[src/rtl/uart_tx_pkg.sv]
// Shared UART TX definitions: phase/select codes, line levels, parity types.
// Latency: n/a (types and constants only).
// Backpressure: n/a.
package uart_tx_pkg;

    // State codes double as the TX mux select. The multiplexer decodes
    // this same enum, so the encoding is defined in one place only.
    typedef enum logic [2:0] {
        IDLE   = 3'b000,
        START  = 3'b001,
        SER    = 3'b010,
        PARITY = 3'b011,
        STOP   = 3'b100
    } state_e;

    localparam logic START_BIT = 1'b0;
    localparam logic STOP_BIT  = 1'b1;

    localparam logic PAR_EVEN  = 1'b0;
    localparam logic PAR_ODD   = 1'b1;

endpackage

[src/rtl/uart_tx_ctrl_if.sv]
// Payload handshake and mux-control bundle between the byte source and the TX sequencer.
// Latency: n/a (wires only).
// Backpressure: the source holds Data_Valid until busy is low; there is no ready signal.
interface uart_tx_ctrl_if #(
    parameter int DATA_WIDTH = 8
);
    logic [DATA_WIDTH-1:0] P_DATA;
    logic                  Data_Valid;
    logic                  PAR_EN;
    logic                  PAR_TYP;
    logic [2:0]            mux_sel;
    logic                  ser_data;
    logic                  par_bit;
    logic                  busy;

    // Byte source / supervisor side
    modport master (
        output P_DATA, Data_Valid, PAR_EN, PAR_TYP,
        input  mux_sel, ser_data, par_bit, busy
    );

    // Frame sequencer side
    modport slave (
        input  P_DATA, Data_Valid, PAR_EN, PAR_TYP,
        output mux_sel, ser_data, par_bit, busy
    );
endinterface

[src/rtl/uart_parity_calc.sv]
// Parity of a DATA_WIDTH-bit word, even or odd selectable.
// Latency: purely combinational, 0 cycles.
// Backpressure: none.
module uart_parity_calc
    import uart_tx_pkg::*;
#(
    parameter int DATA_WIDTH = 8
) (
    input  logic [DATA_WIDTH-1:0] data_i,
    input  logic                  par_typ_i,
    output logic                  par_bit_o
);

    // Even parity makes the total count of ones even; odd inverts that.
    assign par_bit_o = (par_typ_i == PAR_ODD) ? ~^data_i : ^data_i;

endmodule

[src/rtl/uart_tx_ctrl.sv]
// UART TX frame sequencer: start, DATA_WIDTH data bits LSB first, optional parity, stop.
// Latency: Data_Valid sampled at edge N gives mux_sel=START and busy=1 from N+1.
// Backpressure: accepts only in IDLE or STOP; Data_Valid elsewhere is ignored, source waits on busy.
module uart_tx_ctrl
    import uart_tx_pkg::*;
#(
    parameter int DATA_WIDTH = 8
) (
    input  logic           CLK,
    input  logic           RST,
    uart_tx_ctrl_if.slave  bus
);

    localparam int              CNT_W    = $clog2(DATA_WIDTH);
    localparam logic [CNT_W-1:0] CNT_LAST = CNT_W'(DATA_WIDTH - 1);

    state_e                  state_q, state_d;
    logic                    busy_q, busy_d;
    logic [DATA_WIDTH-1:0]   shift_q, shift_d;
    logic [CNT_W-1:0]        cnt_q, cnt_d;
    logic                    par_en_q, par_en_d;
    logic                    par_bit_q, par_bit_d;
    logic                    accept;
    logic                    par_calc;

    // Parity type only influences par_bit, so it is folded into the
    // registered par_bit at acceptance rather than kept as its own flop.
    uart_parity_calc #(.DATA_WIDTH(DATA_WIDTH)) u_par (
        .data_i    (bus.P_DATA),
        .par_typ_i (bus.PAR_TYP),
        .par_bit_o (par_calc)
    );

    // State and busy registers; mux_sel comes straight off state_q so it is glitch-free.
    always_ff @(posedge CLK or negedge RST) begin
        if (!RST) begin
            state_q <= IDLE;
            busy_q  <= 1'b0;
        end else begin
            state_q <= state_d;
            busy_q  <= busy_d;
        end
    end

    // Payload shifter, bit counter and latched frame configuration.
    always_ff @(posedge CLK or negedge RST) begin
        if (!RST) begin
            shift_q   <= '0;
            cnt_q     <= '0;
            par_en_q  <= 1'b0;
            par_bit_q <= 1'b0;
        end else begin
            shift_q   <= shift_d;
            cnt_q     <= cnt_d;
            par_en_q  <= par_en_d;
            par_bit_q <= par_bit_d;
        end
    end

    // Next-state and datapath: phase sequencing, shift per SER cycle, capture on acceptance.
    always_comb begin
        state_d   = state_q;
        shift_d   = shift_q;
        cnt_d     = cnt_q;
        par_en_d  = par_en_q;
        par_bit_d = par_bit_q;
        accept    = bus.Data_Valid && ((state_q == IDLE) || (state_q == STOP));

        case (state_q)
            IDLE: begin
                state_d = IDLE;
            end
            START: begin
                state_d = SER;
                cnt_d   = '0;
            end
            SER: begin
                shift_d = shift_q >> 1;
                if (cnt_q == CNT_LAST) begin
                    state_d = par_en_q ? PARITY : STOP;
                end else begin
                    cnt_d = cnt_q + CNT_W'(1);
                end
            end
            PARITY: begin
                state_d = STOP;
            end
            STOP: begin
                state_d = IDLE;
            end
            default: begin
                state_d = IDLE;
            end
        endcase

        // Acceptance overrides the STOP->IDLE step for back-to-back frames.
        if (accept) begin
            state_d   = START;
            shift_d   = bus.P_DATA;
            par_en_d  = bus.PAR_EN;
            par_bit_d = par_calc;
        end

        busy_d = (state_d != IDLE);
    end

    assign bus.mux_sel  = state_q;
    assign bus.busy     = busy_q;
    assign bus.ser_data = shift_q[0];
    assign bus.par_bit  = par_bit_q;

endmodule

[src/flat_wrapper.sv]
// flat-port wrapper written by rule: the top's interface ports become plain ports
module uart_tx_ctrl_flat import uart_tx_pkg::*;
#(
    parameter int DATA_WIDTH = 8
)
  (CLK, RST, bus_P_DATA, bus_Data_Valid, bus_PAR_EN, bus_PAR_TYP, bus_mux_sel, bus_ser_data, bus_par_bit, bus_busy);
  uart_tx_ctrl_if #(.DATA_WIDTH(DATA_WIDTH)) bus_i ();
  input  logic CLK;
  input  logic RST;
  input wire logic [$bits(bus_i.P_DATA)-1:0] bus_P_DATA;
  input wire logic [$bits(bus_i.Data_Valid)-1:0] bus_Data_Valid;
  input wire logic [$bits(bus_i.PAR_EN)-1:0] bus_PAR_EN;
  input wire logic [$bits(bus_i.PAR_TYP)-1:0] bus_PAR_TYP;
  output wire logic [$bits(bus_i.mux_sel)-1:0] bus_mux_sel;
  output wire logic [$bits(bus_i.ser_data)-1:0] bus_ser_data;
  output wire logic [$bits(bus_i.par_bit)-1:0] bus_par_bit;
  output wire logic [$bits(bus_i.busy)-1:0] bus_busy;
  assign bus_i.P_DATA = bus_P_DATA;
  assign bus_i.Data_Valid = bus_Data_Valid;
  assign bus_i.PAR_EN = bus_PAR_EN;
  assign bus_i.PAR_TYP = bus_PAR_TYP;
  assign bus_mux_sel = bus_i.mux_sel;
  assign bus_ser_data = bus_i.ser_data;
  assign bus_par_bit = bus_i.par_bit;
  assign bus_busy = bus_i.busy;
  uart_tx_ctrl #(.DATA_WIDTH(DATA_WIDTH)) u_core (.CLK(CLK), .RST(RST), .bus(bus_i));
endmodule
[config.mk]
export PLATFORM = sky130hd
export DESIGN_NAME = uart_tx_ctrl_flat
export DESIGN_NICKNAME = d
export VERILOG_FILES = /design/src/rtl/uart_tx_pkg.sv /design/src/rtl/uart_tx_ctrl_if.sv /design/src/rtl/uart_parity_calc.sv /design/src/rtl/uart_tx_ctrl.sv /design/src/flat_wrapper.sv
export SDC_FILE = /design/constraint.sdc
export NUM_CORES = 1
export LEC_CHECK = 0
export ABC_AREA = 1
export ABC_CLOCK_PERIOD_IN_PS = 1550
export CAP_MARGIN = 20
export CORE_MARGIN = 10
export CORE_UTILIZATION = 45
export DETAILED_ROUTE_END_ITERATION = 7
export PLACE_DENSITY_LB_ADDON = 0.25
export SLEW_MARGIN = 20
export SYNTH_ARGS = -nofsm -noshare
export SYNTH_HDL_FRONTEND = slang
export SYNTH_SLANG_ARGS = --single-unit
[constraint.sdc]
create_clock -name CLK -period 1.55 [get_ports CLK]
set_input_delay 0.2325 -clock CLK [delete_from_list [all_inputs] [get_ports CLK]]
set_output_delay 0.2325 -clock CLK [all_outputs]
set_load 0.005 [all_outputs]
After elaboration in Yosys (flattened, before gate mapping)
Cells that the tools add are included.
- register bits after elaboration: 17
- bits in latches: 0
- memory bits (writable): 0
- bits in read-only memories: 0
- bits of input ports: 13
- word-level logic and storage cells: 31
- memories kept: 0
- $add $sub $neg: 1
- multipliers: 0
- div/mod/pow operators: 0
- $lt $le $gt $ge: 0
- equal/unequal tests: 6
- shift operators: 0
- mux-type cells: 9
- bitwise operators: 0
- reduce and logical (&&, ||, !) cells: 9
- operator list (operator ; number):
    $mux W8 ; 2
    $mux W3 ; 4
    $pmux W3 S3 ; 1
    $reduce_xnor A8 Y1 ; 1
    $reduce_xor A8 Y1 ; 1
    $eq A3 B2 Y1 const B ; 2
    $eq A3 B3 Y1 const B ; 2
    $pmux W3 S2 ; 1
    $reduce_bool A2 Y1 ; 2
    $add A3 B1 Y3 const B ; 1
    $eq A3 B1 Y1 const B ; 1
    $logic_not A3 Y1 ; 1
    $reduce_bool A3 Y1 ; 1
    $ne A2 B2 Y1 const B ; 1
    $reduce_and A2 Y1 ; 1
    $logic_and A1 B1 Y1 ; 1
    $logic_or A1 B1 Y1 ; 1
    $mux W1 ; 1

Logic depth before layout (Yosys ltp)
Gate-level depths: netlist of the first run.
- depth after elaboration: 5
- depth in mapped cells: 9
- depth with buffers taken out: 9

Cells and area by module
A second synthesis of the first run with hierarchy kept.
- cell total of the unflattened synthesis: 148
- area total of the unflattened synthesis: 1008.5 um^2
- by module, submodules not included (module ; times used ; cells each ; area an instance (um^2)):
    uart_tx_ctrl ; 1 ; 110 ; 844.6
    uart_parity_calc ; 1 ; 38 ; 163.9

Worst setup path before layout of the first run
No wires, ideal clock.
- path type: flip-flop to flip-flop
- start: register u_core.cnt_q[0]
- end: register u_core.cnt_q[0]
- library setup time: 0.122 ns
- data arrival time: 1.117 ns
- setup slack: 0.311 ns
- cell stages (with the launch flop): 9
- buffers on the path: 0
- cell sequence: dfrtp_1 > ha_1 > ha_1 > inv_1 > nand2_1 > nand2_1 > inv_2 > nand2_1 > o21ai_1
- word-level cells in the longest chain between the ends: 3
- elaborated cells on any way between the ends: 6
- those cells by class: add/sub (1); eq/ne (2); mux (2); reduce/logical (1)
- RTL lines (what ; RTL line ; text):
    from (decl) ; uart_tx_ctrl.sv:20 ; logic [CNT_W-1:0] cnt_q, cnt_d;
    from (signal assigned) ; uart_tx_ctrl.sv:54 ; cnt_q <= cnt_d;
    $add A3 B1 Y3 or $eq A3 B3 Y1 (tied branches) ; uart_tx_ctrl.sv:82, uart_tx_ctrl.sv:79 ;
    $mux W3 or $ne A2 B2 Y1 (tied branches) ; - ;
    $pmux W3 S2 or $reduce_and A2 Y1 (tied branches) ; - ;
Parallel ways exist; a longest one is shown, timed or not. The select of a mux whose other input is x is not followed.
A chain may end at the register's enable or synchronous reset.

Worst setup path in the final report of the first run
- start: register u_core.par_bit_q, in the netlist u_core.bus.par_bit
- end: output bus_par_bit
- RTL lines (what ; RTL line ; text):
    from (decl) ; uart_tx_ctrl.sv:22 ; logic par_bit_q, par_bit_d;
    from (signal assigned) ; uart_tx_ctrl.sv:56 ; par_bit_q <= par_bit_d;
    to (decl) ; flat_wrapper.sv:16 ; output wire logic [$bits(bus_i.par_bit)-1:0] bus_par_bit;
No word-level cell between the ends.

==> impl_metrics.env, run 1 <==
export IMPL_die_w_um=65.5
export IMPL_synth_compound_area_share_pct=10.7
export IMPL_synthSimpleGateAreaFrac_pct=30.2
export IMPL_cp_arrival_ns=1.19
export IMPL_setup_violations=0
export IMPL_p_sw_mw=0.743
export IMPL_synth_area_um2=932
export IMPL_fmax_mhz=701
export IMPL_die_area_um2=4290
export IMPL_critical_path_top_delay_family="buffers and inverters"
export IMPL_worstMarginPinSlew_ns=0.226
export IMPL_gp_congestion=0.787
export IMPL_ir_worst_vdd_mv=1.04
export IMPL_hold_ws_ns=0.251
export IMPL_ys_seq_area_share_pct=45.6
export IMPL_synth_seq_cells=17
export IMPL_max_slew_margin_rel_pct=84.9
export IMPL_fin_skew_ns=0.00705
export IMPL_num_io_pins=19
export IMPL_crit_fanout=2
export IMPL_min_period_ns=1.43
export IMPL_clk_pin_slew_ns=0.10
export IMPL_final_antenna_net_count=0
export IMPL_layout_nets=162
export IMPL_dpl_cell_area_um2=1150
export IMPL_syn_inst=124
export IMPL_htreeDepth=1
export IMPL_finalSetupTns_ns=0
export IMPL_synthArstFlopShare_pct=100
export IMPL_start_util_pct=47.5
export IMPL_pwr_share_seq_pct=41.8
export IMPL_intPower_mw=1.12
export IMPL_synthAdderAreaFrac_pct=2.68
export IMPL_synth_top_family_by_area="simple AND/OR/NAND/NOR gates"
export IMPL_vias=838
export IMPL_clock_sinks=17
export IMPL_netlist_top_cells_area="dfrtp_1 (46%), nand2_1 (15%), nand3_1 (5.9%)"
export IMPL_rsz0062_at_grt="false"
export IMPL_hold_viol_final=0
export IMPL_area_growth_pct=26.7
export IMPL_maxCapViolations=0
export IMPL_synth_cell_types=21
export IMPL_p_per_area_nw_per_um2=1580
export IMPL_slew_violations=0
export IMPL_synth_xor_area_share_pct=1.88
export IMPL_synth_edf_count=0
export IMPL_outcome="finished, final reports clean"
export IMPL_cts_root_buf="clkbuf_4"
export IMPL_critPathKind="reg2out"
export IMPL_drive_gt1_share_pct=9.59
export IMPL_required_ns=1.32
export IMPL_fin_crit_sh_pct=92.1
export IMPL_design_area_um2=1180
export IMPL_io_buffers=18
export IMPL_netSwitchingFraction_pct=39.8
export IMPL_grt_overflow=0
export IMPL_synthMuxAreaShare_pct=0
export IMPL_path_buf_inv=1
export IMPL_crit_chain="clkdlybuf4s50_1"
export IMPL_grt_pass1_wl_mm=3.55
export IMPL_drt_wirelength_per_cell_um=12.1
export IMPL_crit_slowest_cell="clkdlybuf4s50_1"
export IMPL_drcViolationCount=0
export IMPL_synth_nets=139
export IMPL_clock_latency_ns=0.29
export IMPL_grt_usage_pct=10.4
export IMPL_end_kind="primary output"
export IMPL_grt_pass1_vias=829
export IMPL_rows=16
export IMPL_initialDrtViolationCount=32
export IMPL_antenna_found_initial=0
export IMPL_diodes=0
export IMPL_routed_wl_mm=2.09
export IMPL_synth_most_common_cell="nand2_1"
export IMPL_pwr_share_clk_pct=12.6
export IMPL_tritoncts="done"
export IMPL_synth_top_area_cell="dfrtp_1"
export IMPL_syn_avg_cell_area_um2=7.52
export IMPL_hpwl_mm=1.68
export IMPL_power_share_combinational_pct=45.6
export IMPL_cpPeakStageDelay_ns=0.52
export IMPL_drt_first_pass_iters=2
export IMPL_setup_worst_path_start_class="flop"
export IMPL_p_total_mw=1.87
export IMPL_ys_top_cells_by_count="nand2_1 (38), dfrtp_1 (17), inv_1 (14)"
export IMPL_dieHeight_um=65.5
export IMPL_core_area_um2=1960
export IMPL_cts_buffer_depth=2
export IMPL_yosysTopAreaCellShare_pct=45.6
export IMPL_ys_flop_type="dfrtp_1"
export IMPL_p_leak_nw=0.618
export IMPL_hp_class="in2async"
export IMPL_via_per_inst=4.84
export IMPL_grt_max_degree=18
export IMPL_yosysWarningCount=0
export IMPL_tritoncts_num_buffers=3
power by group through the flow:
stage          Combinational (mW)  Sequential (mW)  Clock, mW
3_3_place_gp                0.830            0.787          0
4_1_cts                     0.871            0.781      0.246
5_1_grt                     0.982            0.811      0.264
3_5_place_dp                0.868            0.790          0
6_report                    0.850            0.781      0.235
2_1_floorplan               0.551            0.773          0
placed cells by master, fill, tap and decap left out, types with 2 or more instances in the layout:
master           count
a21oi_1              8
buf_4                2
clkbuf_4             3
clkdlybuf4s50_1     16
dfrtp_1             17
dlymetal6s2s_1       2
ha_1                 2
inv_1               14
inv_2                3
nand2_1             38
nand2_2              2
nand3_1             11
nor2_1              10
o21ai_0              8
flip-flops by register name, indices dropped and copies added (netlist names):
| register | cells |
|---|---|
| u_core.bus.busy | 1 |
| u_core.par_en_q | 1 |
| u_core.shift_q | 8 |
| u_core.bus.mux_sel | 3 |
| u_core.bus.par_bit | 1 |
| u_core.cnt_q | 3 |
per-stage QoR:
| stage | util (%) | worst slack, ns | cells |
|---|---|---|---|
| after detailed placement | 58.5 | 0.123 | 169 |
| after CTS | 59.9 | 0.0400 | 173 |
| after global routing | 60.2 | 0.0515 | 173 |
| after global placement | 58.5 | 0.134 | 169 |
| final | 60.2 | 0.123 | 173 |
| after floorplan | - | 0.311 | 124 |
repair_timing:
action	in CTS	in global routing
gates resized for setup	0	2
endpoints found under the setup margin	0	2
hold buffers	0	0
buffers inserted	0	0
area by class of cell:
cell class | instances | area (um^2)
timing repair buffer | 20 | 200
clock buffer | 3 | 22.5
clock inverter | 1 | 5.00
sequential | 17 | 425
tap | 27 | 33.8
multi-input combinational | 87 | 424
inverter | 18 | 70.1
fill | 195 | 781
cell families after synthesis:
| kind of cell | Yosys count |
|---|---|
| and+or+nand+nor | 64 |
| buffers and inverters | 20 |
| AOI/OAI and AO/OA | 19 |
| DFF | 17 |
| xor gates and xnor gates | 2 |
| adders and majority gates | 2 |
worst paths after layout:
| path | startpoint | to | slack, ns | depth (start not counted) |
|---|---|---|---|---|
| worst max-delay path | u_core.bus.par_bit | bus_par_bit | 0.12 | 1 |
| worst min register to register | u_core.cnt_q[2] | u_core.cnt_q[2] | 0.50 | 2 |
| max in group asynchronous | RST | u_core.bus.busy | 1.11 | 2 |
| worst min-delay path | RST | u_core.bus.mux_sel[0] | 0.25 | 2 |
| min in group CLK | u_core.cnt_q[2] | u_core.cnt_q[2] | 0.50 | 2 |
| worst max register to register | u_core.cnt_q[0] | u_core.cnt_q[0] | 0.16 | 8 |
per-layer routing:
| metal | GRT usage [%] | vias up | routed length (um) |
|---|---|---|---|
| met5 | 0 | - | 0 |
| met4 | 4.01 | 0 | 27 |
| met3 | 4.41 | 5 | 101 |
| met2 | 17.9 | 11 | 1050 |
| met1 | 11.0 | 385 | 914 |
| li1 | - | 437 | - |
Power figures use the tool's default switching activity.
==> inputs of run 2 (changes only) <==
--- a/config.mk
+++ b/config.mk
@@ -11,6 +11,7 @@
 export CORE_MARGIN = 10
 export CORE_UTILIZATION = 45
 export DETAILED_ROUTE_END_ITERATION = 7
+export HOLD_SLACK_MARGIN = 0.08
 export PLACE_DENSITY_LB_ADDON = 0.25
 export SLEW_MARGIN = 20
 export SYNTH_ARGS = -nofsm -noshare
==> results of run 2 <==
The final DEF is identical to that of run 1; final timing and power are the same.
==> inputs of run 3 (changes only) <==
--- a/config.mk
+++ b/config.mk
@@ -6,13 +6,13 @@
 export NUM_CORES = 1
 export LEC_CHECK = 0
 export ABC_AREA = 1
-export ABC_CLOCK_PERIOD_IN_PS = 1550
+export ABC_CLOCK_PERIOD_IN_PS = 1450
 export CAP_MARGIN = 20
-export CORE_MARGIN = 10
+export CORE_MARGIN = 2
 export CORE_UTILIZATION = 45
 export DETAILED_ROUTE_END_ITERATION = 7
 export HOLD_SLACK_MARGIN = 0.08
-export PLACE_DENSITY_LB_ADDON = 0.25
+export PLACE_DENSITY = 0.71
 export SLEW_MARGIN = 20
 export SYNTH_ARGS = -nofsm -noshare
 export SYNTH_HDL_FRONTEND = slang
==> constraint.sdc (replaced) <==
create_clock -name CLK -period 1.45 [get_ports CLK]
set_input_delay 0.2175 -clock CLK [delete_from_list [all_inputs] [get_ports CLK]]
set_output_delay 0.2175 -clock CLK [all_outputs]
set_load 0.005 [all_outputs]
==> run 3 against run 2 <==
  * Non-clock buffer count grew 2
  * Routed wire length shrank 1.7%
  * Final area grew 1.2%
  * Die area shrank 43%
  * Register-to-register slack lost 0.06 ns
  * Via count grew 5.4%
  * Utilization grew 0.70 points
  * Flip-flop and latch count is the same
  * Combinational power grew 15%
  * Critical endpoint unchanged
  * Highest routed layer unchanged
==> impl_metrics.env, run 3 (same netlist as run 1, synthesis figures left out) <==
export IMPL_grt_max_degree=18
export IMPL_vias=883
export IMPL_hold_viol_final=0
export IMPL_grt_overflow=0
export IMPL_p_leak_nw=0.598
export IMPL_core_area_um2=1960
export IMPL_final_antenna_net_count=0
export IMPL_start_util_pct=47.5
export IMPL_top_register="u_core.shift_q"
export IMPL_initialDrtViolationCount=20
export IMPL_grt_pass1_vias=933
export IMPL_most_common_layout_cells="nand2_1 (38), clkdlybuf4s50_1 (18), dfrtp_1 (17)"
export IMPL_rows=16
export IMPL_slew_violations=0
export IMPL_min_period_ns=1.40
export IMPL_ir_worst_vdd_mv=0.961
export IMPL_nFillCells=199
export IMPL_design_area_um2=1190
export IMPL_layout_nets=164
export IMPL_die_area_um2=2450
export IMPL_setup_violations=0
export IMPL_setup_worst_path_start_class="flop"
export IMPL_p_per_area_nw_per_um2=1730
export IMPL_cp_arrival_ns=1.18
export IMPL_drt_wirelength_per_cell_um=11.8
export IMPL_cpPeakStageDelay_ns=0.52
export IMPL_path_buf_inv=1
export IMPL_post_place_ws_ns=-0.00423
export IMPL_hp_class="in2async"
export IMPL_clk_pin_slew_ns=0.10
export IMPL_reg2regPathDepth=6
export IMPL_via_per_inst=5.05
export IMPL_fin_util_pct=60.9
export IMPL_fmax_mhz=715
export IMPL_clock_latency_ns=0.28
export IMPL_diodes=0
export IMPL_fin_skew_ns=0.00157
export IMPL_outcome="finished, final reports clean"
export IMPL_htreeDepth=1
export IMPL_io_buffers=18
export IMPL_hpwl_mm=1.55
export IMPL_max_slew_margin_rel_pct=84.7
export IMPL_r2r_end="u_core.bus.busy"
export IMPL_critical_path_top_delay_family="buffers and inverters"
export IMPL_fin_crit_sh_pct=96.5
export IMPL_r2r_slack_ns=0.10
export IMPL_gp_congestion=0.766
export IMPL_crit_fanout=2
export IMPL_required_ns=1.23
export IMPL_area_growth_pct=28.2
export IMPL_rsz0062_at_grt="false"
export IMPL_routed_wl_mm=2.06
export IMPL_dpl_cell_area_um2=1150
export IMPL_dieHeight_um=49.5
export IMPL_final_common_cell="nand2_1"
export IMPL_tritoncts="done"
export IMPL_tritoncts_num_buffers=3
export IMPL_largest_reg_flops=8
export IMPL_clock_sinks=17
export IMPL_grt_usage_pct=20.3
export IMPL_num_io_pins=19
export IMPL_cts_buffer_depth=2
export IMPL_worstMarginPinSlew_ns=0.230
export IMPL_drive_gt1_share_pct=12.2
export IMPL_cts_root_buf="clkbuf_4"
export IMPL_crit_chain="clkdlybuf4s50_1"
export IMPL_grt_pass1_wl_mm=3.89
export IMPL_maxCapViolations=0
export IMPL_drt_first_pass_iters=4
export IMPL_reg2reg_from="u_core.cnt_q[0]"
export IMPL_critPathKind="reg2out"
export IMPL_cts_hold_buffers=0
export IMPL_crit_slowest_cell="clkdlybuf4s50_1"
export IMPL_drcViolationCount=0
export IMPL_end_kind="primary output"
export IMPL_hold_ws_ns=0.244
export IMPL_antenna_found_initial=0
export IMPL_setup_ws_ns=0.0512
export IMPL_die_w_um=49.5
run 3: area by class of cell:
type,instances,area (um^2),area share (%)
Clock buffer,4,26.3,2.20
Tap cell,27,33.8,2.83
Inverter,18,70.1,5.86
Timing Repair Buffer,22,210,17.6
Sequential cell,17,425,35.6
Multi-Input combinational cell,87,429,35.9
run 3: what timing repair did:
item                                   in CTS  in global routing
setup endpoints to repair                   2                  4
endpoints found under the hold margin       0                  0
pin swaps                                   0                  2
resized for setup                           0                  3
cloned                                      0                  0
buffers inserted                            2                  0
run 3: where the power goes:
part | leakage [nW] | switching [mW] | internal (mW)
sequential | 0.208 | 0.128 | 0.700
clock | 0.0150 | 0.151 | 0.107
combinational | 0.374 | 0.545 | 0.434
total | 0.598 | 0.824 | 1.24
run 3: layer usage:
metal  global-route usage, %  part of all wire, %  vias to the layer above
li1                        -                    -                      441
met1                    25.9                   46                      420
met2                    34.0                   48                       20
met3                    5.45                  5.1                        2
met4                    5.56                 0.34                        0
met5                       0                    0                        -
run 3: how the worst max path moves through the flow:
stage | slack, ns | cells past startpoint | end | from
2_1_floorplan | 0.21 | 8 | u_core.cnt_q[0] | u_core.cnt_q[0]
3_3_place_gp | 0.05 | 10 | u_core.bus.par_bit | bus_P_DATA[2]
3_5_place_dp | -0.004 | 10 | u_core.bus.par_bit | bus_P_DATA[3]
4_1_cts | 0.05 | 1 | bus_mux_sel[2] | u_core.bus.mux_sel[2]
5_1_grt | 0.004 | 6 | u_core.bus.busy | u_core.cnt_q[0]
6_report | 0.05 | 1 | bus_par_bit | u_core.bus.par_bit
run 3: metrics by stage:
stage | instances | power [mW] | setup TNS [ns]
after floorplan | 124 | 1.42 | 0
after global placement | 169 | 1.73 | 0
after detailed placement | 169 | 1.77 | -0.00423
after CTS | 175 | 2.07 | 0
after global routing | 175 | 2.27 | 0
final | 175 | 2.06 | 0
